### src/rtl/rah_frame_serializer.sv
// rah_frame_serializer
//   Drain stage of the return path. Pops 48-bit RAH frames from the show-behind
//   egress FIFO and feeds them MSB byte first into the byte-wide UART transmitter
//   using its tx_dv / tx_done handshake. A per-byte watchdog aborts a frame when
//   the transmitter stops answering. Frame and error counters are provided.
//   Optional feature macro: RAH_SERIALIZER_CHECKSUM_EN appends a trailer byte
//   holding the XOR of all frame bytes. Without the macro no trailer logic exists.
module rah_frame_serializer #(
  parameter int RAH_PACKET_WIDTH = 48,
  parameter int UART_DATA_WIDTH  = 8,
  parameter int TX_TIMEOUT       = 8192
) (
  input  logic                        clk,
  input  logic                        rst_n,
  input  logic                        f_empty,
  output logic                        rd_en,
  input  logic [RAH_PACKET_WIDTH-1:0] data,
  input  logic                        tx_done,
  output logic                        tx_dv,
  output logic [UART_DATA_WIDTH-1:0]  tx_byte,
  output logic                        busy,
  output logic [15:0]                 frame_cnt,
  output logic [7:0]                  err_cnt
);

  localparam int NBYTES = RAH_PACKET_WIDTH / UART_DATA_WIDTH;
`ifdef RAH_SERIALIZER_CHECKSUM_EN
  localparam int NSEND  = NBYTES + 1;
`else
  localparam int NSEND  = NBYTES;
`endif
  localparam int IDX_W  = $clog2(NSEND + 1);
  localparam int WD_W   = (TX_TIMEOUT > 2) ? $clog2(TX_TIMEOUT) : 1;

  localparam logic [IDX_W-1:0] LAST_IDX = IDX_W'(NSEND - 1);
  localparam logic [IDX_W-1:0] IDX_ONE  = IDX_W'(1);
  localparam logic [WD_W-1:0]  WD_LIMIT = WD_W'(TX_TIMEOUT - 1);
  localparam logic [WD_W-1:0]  WD_ONE   = WD_W'(1);

  localparam logic [2:0] ST_IDLE  = 3'd0;
  localparam logic [2:0] ST_FETCH = 3'd1;
  localparam logic [2:0] ST_LATCH = 3'd2;
  localparam logic [2:0] ST_SEND  = 3'd3;
  localparam logic [2:0] ST_WAIT  = 3'd4;

  logic [2:0]                  state_r;
  logic [RAH_PACKET_WIDTH-1:0] shift_r;
  logic [IDX_W-1:0]            idx_r;
  logic [WD_W-1:0]             wdog_r;
  logic                        rd_en_r;
  logic                        tx_dv_r;
  logic [UART_DATA_WIDTH-1:0]  tx_byte_r;
  logic                        busy_r;
  logic [15:0]                 frame_cnt_r;
  logic [7:0]                  err_cnt_r;
  logic [UART_DATA_WIDTH-1:0]  next_byte_s;

`ifdef RAH_SERIALIZER_CHECKSUM_EN
  logic [UART_DATA_WIDTH-1:0]  csum_r;

  // XOR of every byte lane of a frame, used as the trailer byte.
  function automatic logic [UART_DATA_WIDTH-1:0] frame_xor(
    input logic [RAH_PACKET_WIDTH-1:0] frame
  );
    logic [UART_DATA_WIDTH-1:0] acc;
    acc = '0;
    for (int i = 0; i < NBYTES; i++) begin
      acc = acc ^ frame[i*UART_DATA_WIDTH +: UART_DATA_WIDTH];
    end
    return acc;
  endfunction

  // Checksum snapshot taken when the frame is latched.
  always_ff @(posedge clk or negedge rst_n) begin
    if (!rst_n) begin
      csum_r <= '0;
    end else if (state_r == ST_LATCH) begin
      csum_r <= frame_xor(data);
    end else begin
      csum_r <= csum_r;
    end
  end

  // Byte following the current one: next frame byte, or the trailer after the last frame byte.
  always_comb begin
    next_byte_s = shift_r[RAH_PACKET_WIDTH-UART_DATA_WIDTH-1 -: UART_DATA_WIDTH];
    if (idx_r == IDX_W'(NBYTES - 1)) begin
      next_byte_s = csum_r;
    end else begin
      next_byte_s = shift_r[RAH_PACKET_WIDTH-UART_DATA_WIDTH-1 -: UART_DATA_WIDTH];
    end
  end
`else
  assign next_byte_s = shift_r[RAH_PACKET_WIDTH-UART_DATA_WIDTH-1 -: UART_DATA_WIDTH];
`endif

  // Frame sequencer: fetch, latch, then a SEND/WAIT handshake per byte with watchdog.
  always_ff @(posedge clk or negedge rst_n) begin
    if (!rst_n) begin
      state_r     <= ST_IDLE;
      shift_r     <= '0;
      idx_r       <= '0;
      wdog_r      <= '0;
      rd_en_r     <= 1'b0;
      tx_dv_r     <= 1'b0;
      tx_byte_r   <= '0;
      busy_r      <= 1'b0;
      frame_cnt_r <= 16'd0;
      err_cnt_r   <= 8'd0;
    end else begin
      case (state_r)
        ST_IDLE: begin
          tx_dv_r <= 1'b0;
          if (!f_empty) begin
            state_r <= ST_FETCH;
            rd_en_r <= 1'b1;
            busy_r  <= 1'b1;
          end else begin
            rd_en_r <= 1'b0;
            busy_r  <= 1'b0;
          end
        end
        ST_FETCH: begin
          // Show-behind FIFO: data appears the cycle after the strobe.
          rd_en_r <= 1'b0;
          state_r <= ST_LATCH;
        end
        ST_LATCH: begin
          shift_r   <= data;
          idx_r     <= '0;
          tx_byte_r <= data[RAH_PACKET_WIDTH-1 -: UART_DATA_WIDTH];
          tx_dv_r   <= 1'b1;
          state_r   <= ST_SEND;
        end
        ST_SEND: begin
          tx_dv_r <= 1'b0;
          wdog_r  <= '0;
          state_r <= ST_WAIT;
        end
        ST_WAIT: begin
          // A done arriving on the expiry cycle still counts as done.
          if (tx_done) begin
            if (idx_r == LAST_IDX) begin
              frame_cnt_r <= frame_cnt_r + 16'd1;
              busy_r      <= 1'b0;
              state_r     <= ST_IDLE;
            end else begin
              idx_r     <= idx_r + IDX_ONE;
              shift_r   <= shift_r << UART_DATA_WIDTH;
              tx_byte_r <= next_byte_s;
              tx_dv_r   <= 1'b1;
              state_r   <= ST_SEND;
            end
          end else if (wdog_r == WD_LIMIT) begin
            if (err_cnt_r != 8'hFF) begin
              err_cnt_r <= err_cnt_r + 8'd1;
            end else begin
              err_cnt_r <= err_cnt_r;
            end
            busy_r  <= 1'b0;
            state_r <= ST_IDLE;
          end else begin
            wdog_r <= wdog_r + WD_ONE;
          end
        end
        default: begin
          state_r <= ST_IDLE;
          rd_en_r <= 1'b0;
          tx_dv_r <= 1'b0;
          busy_r  <= 1'b0;
        end
      endcase
    end
  end

  assign rd_en     = rd_en_r;
  assign tx_dv     = tx_dv_r;
  assign tx_byte   = tx_byte_r;
  assign busy      = busy_r;
  assign frame_cnt = frame_cnt_r;
  assign err_cnt   = err_cnt_r;

endmodule

### config.mk
export PLATFORM = sky130hd
export DESIGN_NAME = rah_frame_serializer
export DESIGN_NICKNAME = d
export VERILOG_FILES = /design/src/rtl/rah_frame_serializer.sv
export SDC_FILE = /design/constraint.sdc
export NUM_CORES = 1
export LEC_CHECK = 0
export ABC_AREA = 0
export BUFFER_PORTS_ARGS = -buffer_cell sky130_fd_sc_hd__buf_2
export CORE_UTILIZATION = 55
export CTS_CLUSTER_DIAMETER = 50
export DETAILED_ROUTE_END_ITERATION = 8
export HOLD_SLACK_MARGIN = 0.02
export PLACE_DENSITY = 0.8
export SLEW_MARGIN = 20
export SYNTH_ARGS = -nofsm -noshare
export SYNTH_HDL_FRONTEND = slang
export SYNTH_SLANG_ARGS = --single-unit
### constraint.sdc
create_clock -name clk -period 2.85 [get_ports clk]
set_clock_uncertainty 0.2 [all_clocks]
set_input_delay 0.285 -clock clk [delete_from_list [all_inputs] [get_ports clk]]
set_output_delay 0.285 -clock clk [all_outputs]
set_load 0.01 [all_outputs]
# Yosys cells after proc, flatten, opt, wreduce, memory -nomap -nowiden
# Index checks and enable logic that the tools add are counted.
# totals
reg_bits	94
inputBits	52
# op_classes
add_sub_neg	4
n_eq_ne	14
n_mux	26
bitwise	3
n_reduce_logical	12
# op_table
cell	n
$mux 40	2
$pmux 40 s2	1
$mux 13	2
$pmux 13 s2	1
$add 16x1->16 const B	1
$mux 8	2
$pmux 8 s2	1
$mux 3	5
$pmux 3 s5	1
$reduce_and 3->1	5
$add 13x1->13 const B	1
$eq 13x13->1 const B	1
$ne 2x2->1 const B	5
$add 8x1->8 const B	1
$ne 8x8->1 const B	1
$eq 3x2->1 const B	2
$eq 3x3->1 const B	2
$mux 1	6
$ne 3x3->1 const B	2
$pmux 1 s3	2
$pmux 3 s2	1
$reduce_or 3->1	2
$reduce_and 4->1	1
$reduce_bool 2->1	2
7 further kinds	9

# Depth between registers and ports, before layout
# Gate-level depths: netlist (run 1).
# depth
word_depth	4
mapped_depth	8

# Worst setup path before layout (run 1)
# OpenSTA, ideal clock, no wires.
# synth_path
kind	register to register
startpoint	register state_r[1]
endpoint	register err_cnt_r[1] (netlist: err_cnt[1])
arrival_ns	1.774
t_required_ns	2.525
slack_ns	0.751
stages_incl_launch_ff	6
path_buffers	1
period_less_slack_ns	2.099
path_cell_list	dfrtp_1 > buf_6 > or4b_4 > nor4_4 > nand3_2 > mux2_4
# synth_via
elab_chain_cells	2
# synth_lines
element	line_no	rtl
start: declaration	46	logic [2:0] state_r;
start signal: assignment	100	state_r <= ST_IDLE;
start signal: assignment	115	state_r <= ST_FETCH;
start signal: assignment	126	state_r <= ST_LATCH;
$eq 3x3->1	111	case (state_r)
$reduce_and 4->1 (no source line)	--	
end signal: assignment	156	err_cnt_r <= err_cnt_r + 8'd1;
end signal: assignment	158	err_cnt_r <= err_cnt_r;
end: declaration	55	logic [7:0] err_cnt_r;
# Every way passes these cells.
# A chain may end at the register's enable or synchronous reset.

# Worst setup path after layout (run 1)
# layout_path
startpoint	register wdog_r[0]
endpoint	register err_cnt_r[1] (netlist: err_cnt[1])
# layout_via
elab_chain_cells	2
# layout_lines
element	line_no	rtl
start: declaration	49	logic [WD_W-1:0] wdog_r;
start signal: assignment	163	wdog_r <= wdog_r + WD_ONE;
$eq 13x13->1	154	end else if (wdog_r == WD_LIMIT) begin
$reduce_and 4->1 (no source line)	--	
# Every way passes these cells.

==> flow_summary.ini, run 1 <==
[run]
drv_cap = 0

[sta]
worst_slew_pin_slew_ns = 0.966
hold_viol_final = 0
min_period_ns = 2.26
maxSlewViolCount = 0
slew_headroom_pct = 35.6
setup_viol = 0
max_freq_mhz = 443
rsz0062_at_grt = no
fin_setup_tns_ns = 0
period_share_pct = 79.3

[cts]
clockRootBuffer = clkbuf_8
cts_buffer_depth = 2
cts_resized = 0
cts_tree = yes
clock-sinks = 94
clk_latency_ns = 0.37
cts_made_buffers = 9
path_clk_slew_ns = 0.10
cts-htree-levels = 3

[grt]
track_usage_pct = 24.4
overflow = 0
antenna_found_initial = 0
grt_pass1_wl_microns = 16100
grt_max_degree = 55
first_global_vias = 3419

[critical_path]
cp.required_ns = 2.91
worstPathMaxFanout = 8
r2r_cells = 5
crit_arrival_ns = 2.32
r2r_end = err_cnt[1]
r2r_start = wdog_r[0]
reg2reg_slack_ns = 0.59
critPathCaptureType = flip-flop
critPathLaunchType = flip-flop
path_class = reg2reg

[power_and_ir_drop]
finalPower_mw = 4.45
power_switching_mw = 1.62
share_comb_of_total_power_pct = 31.4
switching_share_pct = 36.4
powerDensity_mw_per_mm2 = 825
seqPwrFrac_pct = 45.9
clkPwrFrac_pct = 22.7
p_leak_nw = 2.61
internal_power_mw = 2.83
ir_drop_uv = 476

[placement]
postPlaceCellArea_sq_mm = 0.00491
hpwlAfterDp_microns = 6210
numPortBuffers = 86
gp_congestion = 0.807

[routing]
routed_wl_microns = 9560
num_vias = 3529
ant_nets = 0
drt_iter0_drc = 195
wl_per_cell_microns = 14.8
drc_errors = 0
dr.pass1.iters = 5
post_drt_via_cell_ratio = 5.47

[finish]
utilization_pct = 70.1
diodes = 0
fin_nets = 595
fill_cells = 577
drive_gt1_share_pct = 21.7
mostFrequentLayoutCells = dfrtp_1 (94), buf_2 (85), nand2_1 (61)
design_area_sq_mm = 0.00539
layout_commonest_cell = dfrtp_1
multi_input_area_sq_mm = 0.00183
area_growth_pct = 23.6
regArea_sq_mm = 0.00235

[synth]
synth_edf_count = 0
synth_top_area_cell = dfrtp_1
synth_cells = 431
syn_nets = 488
synth_top_area_share_pct = 54.0
synthDistinctLibCells = 45
dominantRegCellSynth = dfrtp_1
yosys_register_bits = 94
yosys_warnings = 0
synth_sequential_area_ratio_pct = 54.0
yosys-top-cells-area = dfrtp_1 (54%), mux2i_1 (6.0%), nand2_1 (5.3%)
syn_area_per_cell_sq_um = 10.1
syn_area_sq_mm = 0.00436
ys_async_sr_fraction_pct = 100

[worst_hold_path]
hp-class = in2reg
worst_hold_path.endpoint = shift_r[39]
worstHoldStart = data[39]
whs_path_depth = 3

[die]
core_sq_mm = 0.00769
io_pins = 87
dieArea_sq_mm = 0.00829
die-height_microns = 91.0
rows = 32
initial_utilization_pct = 56.7
die_x_microns = 91.0

[status]
status = completed
-- critical path, stage by stage (launching register included) --
cell and delay [ns]:
dfrtp_1 0.40, ha_1 0.20, nand4_1 0.31, nor4_4 0.56, nand3_2 0.17, mux2_4 0.32
-- timing repair --
action,CTS,global route
hold buffers,25,0
setup buffers,0,0
hold endpoints to repair,69,0
-- area by class of cell --
cell class	instances	area share, %
clock buffer	9	2.30
multi-input combinational	291	34.0
tap	102	2.37
sequential	94	43.7
timing repair buffer	117	14.0
inverter	25	1.74
clock inverter	7	1.95
-- worst max-delay path by stage --
stage	from	to	slack, ns
floorplan	state_r[1]	err_cnt[1]	0.75
finish	wdog_r[0]	err_cnt[1]	0.59
detailed placement	wdog_r[0]	err_cnt[1]	0.58
global route	state_r[2]	err_cnt[1]	0.46
global placement	state_r[0]	err_cnt[1]	0.67
CTS	wdog_r[0]	err_cnt[1]	0.57
-- sequential cells by signal, indices dropped and copies added (netlist names) --
register   flops
busy           1
err_cnt        8
frame_cnt     16
idx_r          3
rd_en          1
shift_r       40
state_r        3
tx_byte        8
tx_dv          1
wdog_r        13
-- metal layers --
layer | routed length [microns] | up-vias | global-route usage, %
met3 | 357 | 17 | 4.94
li1 | - | 1724 | -
met2 | 4760 | 80 | 39.9
met5 | 0 | - | 0
met4 | 189 | 0 | 7.94
met1 | 4260 | 1708 | 32.9
-- power by group through the flow --
stage	combinational, mW	sequential [mW]	clock, mW
detailed placement	1.35	2.05	0
floorplan	1.00	1.99	0
CTS	1.40	2.03	1.02
finish	1.40	2.04	1.01
global placement	1.29	2.02	0
global route	1.59	2.09	1.07
-- synthesized netlist by cell type, types with 2 or more instances --
master    number
buf_2          3
o22ai_1       19
dfrtp_1       94
clkbuf_1      15
or3_1          4
nor2_1        10
o21a_1         2
and3_1         5
nand4_1       11
nor3_1         6
o211ai_1       2
and4_1         3
buf_4          2
xnor2_1       16
and2_1         3
a21oi_1       21
a31oi_1        2
nand2b_1       3
xor2_1         9
o31ai_1        4
nand3_1       30
nand2_1       61
mux2i_1       26
ha_1           5
o21ai_0       29
nor4b_1        2
nor4_1         2
inv_1         25
-- per-stage QoR --
stage	hold WS (ns)	setup slack [ns]	cells
6_report	0.0187	0.591	645
5_1_grt	0.0280	0.465	645
4_1_cts	0.0204	0.574	645
3_5_place_dp	0.126	0.584	604
3_3_place_gp	0.122	0.675	604
2_1_floorplan	-0.211	0.751	431
-- kinds of logic after synthesis --
logic type               after synthesis  share of synthesized area [%]
adder cells (fa/ha/maj)                5                           1.44
multiplexers                          28                           6.57
AND/OR/NAND/NOR                      149                           17.5
buffers and inverters                 46                           4.39
AO/OA/AOI/OAI                         84                           11.1
flip-flops                            94                           54.0
XOR/XNOR                              25                           5.02
No activity file was read; power rests on OpenSTA's default activity.
==> run 2, diff against run 1 <==
--- a/config.mk
+++ b/config.mk
@@ -7,11 +7,11 @@
 export LEC_CHECK = 0
 export ABC_AREA = 0
 export BUFFER_PORTS_ARGS = -buffer_cell sky130_fd_sc_hd__buf_2
-export CORE_UTILIZATION = 55
+export CORE_UTILIZATION = 50
 export CTS_CLUSTER_DIAMETER = 50
 export DETAILED_ROUTE_END_ITERATION = 8
 export HOLD_SLACK_MARGIN = 0.02
-export PLACE_DENSITY = 0.8
+export PLACE_DENSITY = 0.76
 export SLEW_MARGIN = 20
 export SYNTH_ARGS = -nofsm -noshare
 export SYNTH_HDL_FRONTEND = slang
==> constraint.sdc (replaced) <==
create_clock -name clk -period 2 [get_ports clk]
set_clock_uncertainty 0.2 [all_clocks]
set_input_delay 0.2 -clock clk [delete_from_list [all_inputs] [get_ports clk]]
set_output_delay 0.2 -clock clk [all_outputs]
set_load 0.01 [all_outputs]
==> flow_summary.ini, run 2 (synthesis results as in run 1) <==
[status]
status = finished with violations
violations = setup timing

[power_and_ir_drop]
powerDensity_mw_per_mm2 = 1150
finalPower_mw = 6.78
p_leak_nw = 2.84
ir_drop_uv = 607

[die]
rows = 33
initial_utilization_pct = 52.3
io_pins = 87
die-height_microns = 95.4
die_x_microns = 95.4
dieArea_sq_mm = 0.00910
core_sq_mm = 0.00834

[routing]
post_drt_via_cell_ratio = 5.38
num_vias = 3738
wl_per_cell_microns = 15.1
ant_nets = 0
drc_errors = 0
routed_wl_microns = 10500
dr.pass1.iters = 4
drt_iter0_drc = 142

[worst_hold_path]
hp-class = in2reg
worstHoldStart = f_empty
worst_hold_path.endpoint = rd_en
whs_path_depth = 4

[sta]
maxSlewViolCount = 0
rsz0062_at_grt = yes
slew_headroom_pct = 66.5
fin_ws_ns = -0.00530
max_freq_mhz = 499
setup_viol = 1
worst_slew_pin_slew_ns = 0.503
period_share_pct = 100
hold_viol_final = 0
min_period_ns = 2.01

[run]
drv_cap = 0

[grt]
track_usage_pct = 24.0
grt_pass1_wl_microns = 16600
first_global_vias = 3597
overflow = 0
grt_max_degree = 95
antenna_found_initial = 0

[critical_path]
slowest_delay_ns = 0.56
crit_arrival_ns = 2.06
reg2reg_slack_ns = -0.005
slowest_stage = or4b_4
cp_cell_sequence = or4b_4, nor4_4, buf_6, nand4_1, xnor2_1
r2r_start = state_r[0]
r2r_end = err_cnt[5]
critPathCaptureType = flip-flop
cp.required_ns = 2.06
path_class = reg2reg
r2r_cells = 5
critPathLaunchType = flip-flop
worstPathMaxFanout = 7

[finish]
multi_input_area_sq_mm = 0.00188
layout_commonest_cell = dfrtp_1
mostFrequentLayoutCells = dfrtp_1 (93), buf_2 (85), nand2_1 (61)
fill_cells = 618
largest_reg_flops = 40
drive_gt1_share_pct = 24.8
regArea_sq_mm = 0.00235
area_growth_pct = 35.1
fin_nets = 641
top_register = shift_r

[cts]
clockRootBuffer = clkbuf_8
cts-htree-levels = 3
cts_buffer_depth = 2
clk_latency_ns = 0.37
cts_tree = yes
path_clk_slew_ns = 0.09
clock-sinks = 94
cts_made_buffers = 9

[placement]
gp_congestion = 0.851
hpwlAfterDp_microns = 6400
dp_slack_ns = 0.00123
numPortBuffers = 86
run 2: cell types whose count changed in the layout (fill, tap and decap cells not counted), moves of 2 or more:
cell / before / now
nand3_1: 30 / 27
dlygate4sd3_1: 25 / 49
buf_12: 2 / 4
buf_4: 5 / 24
nand3_4: 0 / 2
run 2: what timing repair did:
action,in CTS,in global routing
pin swaps,1,6
hold buffers,49,0
setup buffers,1,3
endpoints found under the hold margin,142,0
resized for setup,0,10
endpoints found under the setup margin,2,20
run 2: how the worst max path moves through the flow:
stage | to | depth (start not counted) | startpoint
floorplan | err_cnt[1] | 5 | state_r[1]
global placement | wdog_r[1] | 6 | wdog_r[1]
detailed placement | wdog_r[1] | 6 | wdog_r[1]
CTS | err_cnt[5] | 5 | state_r[0]
global route | wdog_r[1] | 7 | wdog_r[1]
finish | err_cnt[5] | 5 | state_r[0]
run 2: critical path: cells and delay by family, from the launching register on:
kind,cells,cell delay [ns]
xor gates and xnor gates,1,0.15
DFF,1,0.44
buffers and inverters,1,0.19
and+or+nand+nor,3,0.92
run 2: per-stage QoR:
step	area, sq um	utilization (%)	hold slack [ns]	TNS (ns)	cells
floorplan	4360	-	-0.296	-0.206	431
global placement	5070	60.8	0.0829	0	625
detailed placement	5070	60.8	0.0977	0	625
CTS	5810	69.7	0.0373	-0.00678	691
global route	5890	70.6	0.0603	-0.878	694
finish	5890	70.6	0.0331	-0.00530	695
run 2: per-layer routing:
metal / vias up / global-route usage [%] / share of wire [%]
met1: 1806 / 31.0 / 44
met2: 86 / 39.3 / 50
li1: 1817 / - / -
met3: 29 / 4.70 / 3.3
met4: 0 / 10.6 / 2.8
met5: - / 0 / 0
run 2: power breakdown:
group          internal [mW]  leakage [nW]  switching, mW
clock network          0.840         0.118          0.696
registers               2.49          1.20          0.376
logic                   1.07          1.52           1.31
run 2: area by class of cell:
cell class / instances / area share (%)
Antenna cell: 1 / 0.0425
Clock buffer: 10 / 2.17
Clock inverter: 6 / 1.95
Inverter: 25 / 1.59
Multi-Input combinational cell: 291 / 31.9
Sequential cell: 94 / 40.0
Tap cell: 105 / 2.23
Timing Repair Buffer: 163 / 20.2
==> run 3, diff against run 2 <==
--- a/config.mk
+++ b/config.mk
@@ -11,7 +11,7 @@
 export CTS_CLUSTER_DIAMETER = 50
 export DETAILED_ROUTE_END_ITERATION = 8
 export HOLD_SLACK_MARGIN = 0.02
-export PLACE_DENSITY = 0.76
+export PLACE_DENSITY = 0.82
 export SLEW_MARGIN = 20
 export SYNTH_ARGS = -nofsm -noshare
 export SYNTH_HDL_FRONTEND = slang
==> flow_summary.ini, run 3 (synthesis results as in run 1) <==
[die]
initial_utilization_pct = 52.3
rows = 33
die-height_microns = 95.4
io_pins = 87
dieArea_sq_mm = 0.00910
core_sq_mm = 0.00834
die_x_microns = 95.4

[critical_path]
crit_arrival_ns = 2.05
path_class = reg2reg
r2r_start = wdog_r[0]
critPathLaunchType = flip-flop
worstPathMaxFanout = 13
crit_start = wdog_r[0]
cp.required_ns = 2.05
critPathCaptureType = flip-flop

[grt]
antenna_found_initial = 0
overflow = 0
grt_max_degree = 37
track_usage_pct = 26.1
grt_pass1_wl_microns = 18000
first_global_vias = 3789

[routing]
num_vias = 3991
post_drt_via_cell_ratio = 5.69
drt_iter0_drc = 239
wl_per_cell_microns = 17.3
ant_nets = 0
dr.pass1.iters = 5
drc_errors = 0
routed_wl_microns = 12200

[sta]
maxSlewViolCount = 0
max_freq_mhz = 501
worst_slew_pin_slew_ns = 0.490
fin_setup_tns_ns = 0
fin_ws_ns = 0.00259
rsz0062_at_grt = yes
hold_viol_final = 0
slew_headroom_pct = 67.3
hold_slack_ns = 0.148
period_share_pct = 99.9
setup_viol = 0
min_period_ns = 2.00

[cts]
path_clk_slew_ns = 0.10
cts_buffer_depth = 2
clockRootBuffer = clkbuf_8
cts_tree = yes
cts-htree-levels = 3
cts_made_buffers = 9
clk_latency_ns = 0.36
clock-sinks = 94

[finish]
layout_commonest_cell = dfrtp_1
diodes = 0
mostFrequentLayoutCells = dfrtp_1 (94), buf_2 (85), nand2_1 (59)
area_growth_pct = 35.8
fin_nets = 648
instances_no_fill = 701
design_area_sq_mm = 0.00592
top_register = shift_r
utilization_pct = 71.0
fill_cells = 544
drive_gt1_share_pct = 26.2
largest_reg_flops = 40

[run]
drv_cap = 0

[placement]
gp_congestion = 0.855
dp_slack_ns = 0.00190
dp_cells = 624
hpwlAfterDp_microns = 6630
numPortBuffers = 86
postPlaceCellArea_sq_mm = 0.00506

[worst_hold_path]
hp-class = in2async

[status]
status = completed

[power_and_ir_drop]
ir_drop_uv = 565
powerDensity_mw_per_mm2 = 1130
finalPower_mw = 6.69
p_leak_nw = 2.87
[run 3: cell types whose count changed in the layout (fill, tap and decap cells not counted), sizes merged]
cell / previous run / this run
buf: 114 / 120
bufinv: 3 / 1
clkbuf: 10 / 11
clkinv: 0 / 1
diode: 1 / 0
dlygate4sd3: 49 / 50
[run 3: worst max-delay path, stage by stage, from the launching register on]
cell and delay [ns]:
dfrtp_1 0.38, ha_2 0.20, nand4_1 0.22, o31ai_1 0.29, buf_4 0.25, nand2_2 0.09
a31o_2 0.25
[run 3: worst paths after layout]
kind / to / slack [ns] / cells past startpoint
setup / recovery: wdog_r[1] / 0.003 / 6
hold / removal: frame_cnt[11] / 0.15 / 2
setup reg to reg: wdog_r[1] / 0.003 / 6
hold reg to reg: frame_cnt[15] / 0.27 / 1
max in group asynchronous: wdog_r[5] / 0.91 / 3
min in group clk: wdog_r[10] / 0.21 / 4
[run 3: power breakdown]
group | internal [mW] | total [mW] | switching (mW)
combinational | 1.03 | 2.47 | 1.43
sequential | 2.49 | 2.89 | 0.402
clock | 0.629 | 1.33 | 0.703
total | 4.15 | 6.69 | 2.54
[run 3: what timing repair did]
action	in CTS	in global routing
gates resized for setup	0	15
endpoints found under the hold margin	143	0
endpoints found under the setup margin	1	31
buffers inserted	2	9
hold buffers	50	0
pin swaps	1	6
[run 3: cell type report]
class / count / area, sq um / area share, %
sequential: 94 / 2350 / 39.7
multi-input combinational: 291 / 1890 / 31.9
timing repair buffer: 170 / 1250 / 21.0
clock buffer: 11 / 141 / 2.39
tap: 105 / 131 / 2.22
inverter: 25 / 93.8 / 1.58
clock inverter: 5 / 66.3 / 1.12
[run 3: routing by layer]
metal,track usage [%],part of all wire [%],up-vias
met5,0,0,-
met4,13.1,3.9,0
met3,4.15,4.5,46
met2,42.9,51,158
met1,33.6,40,1957
li1,-,-,1830
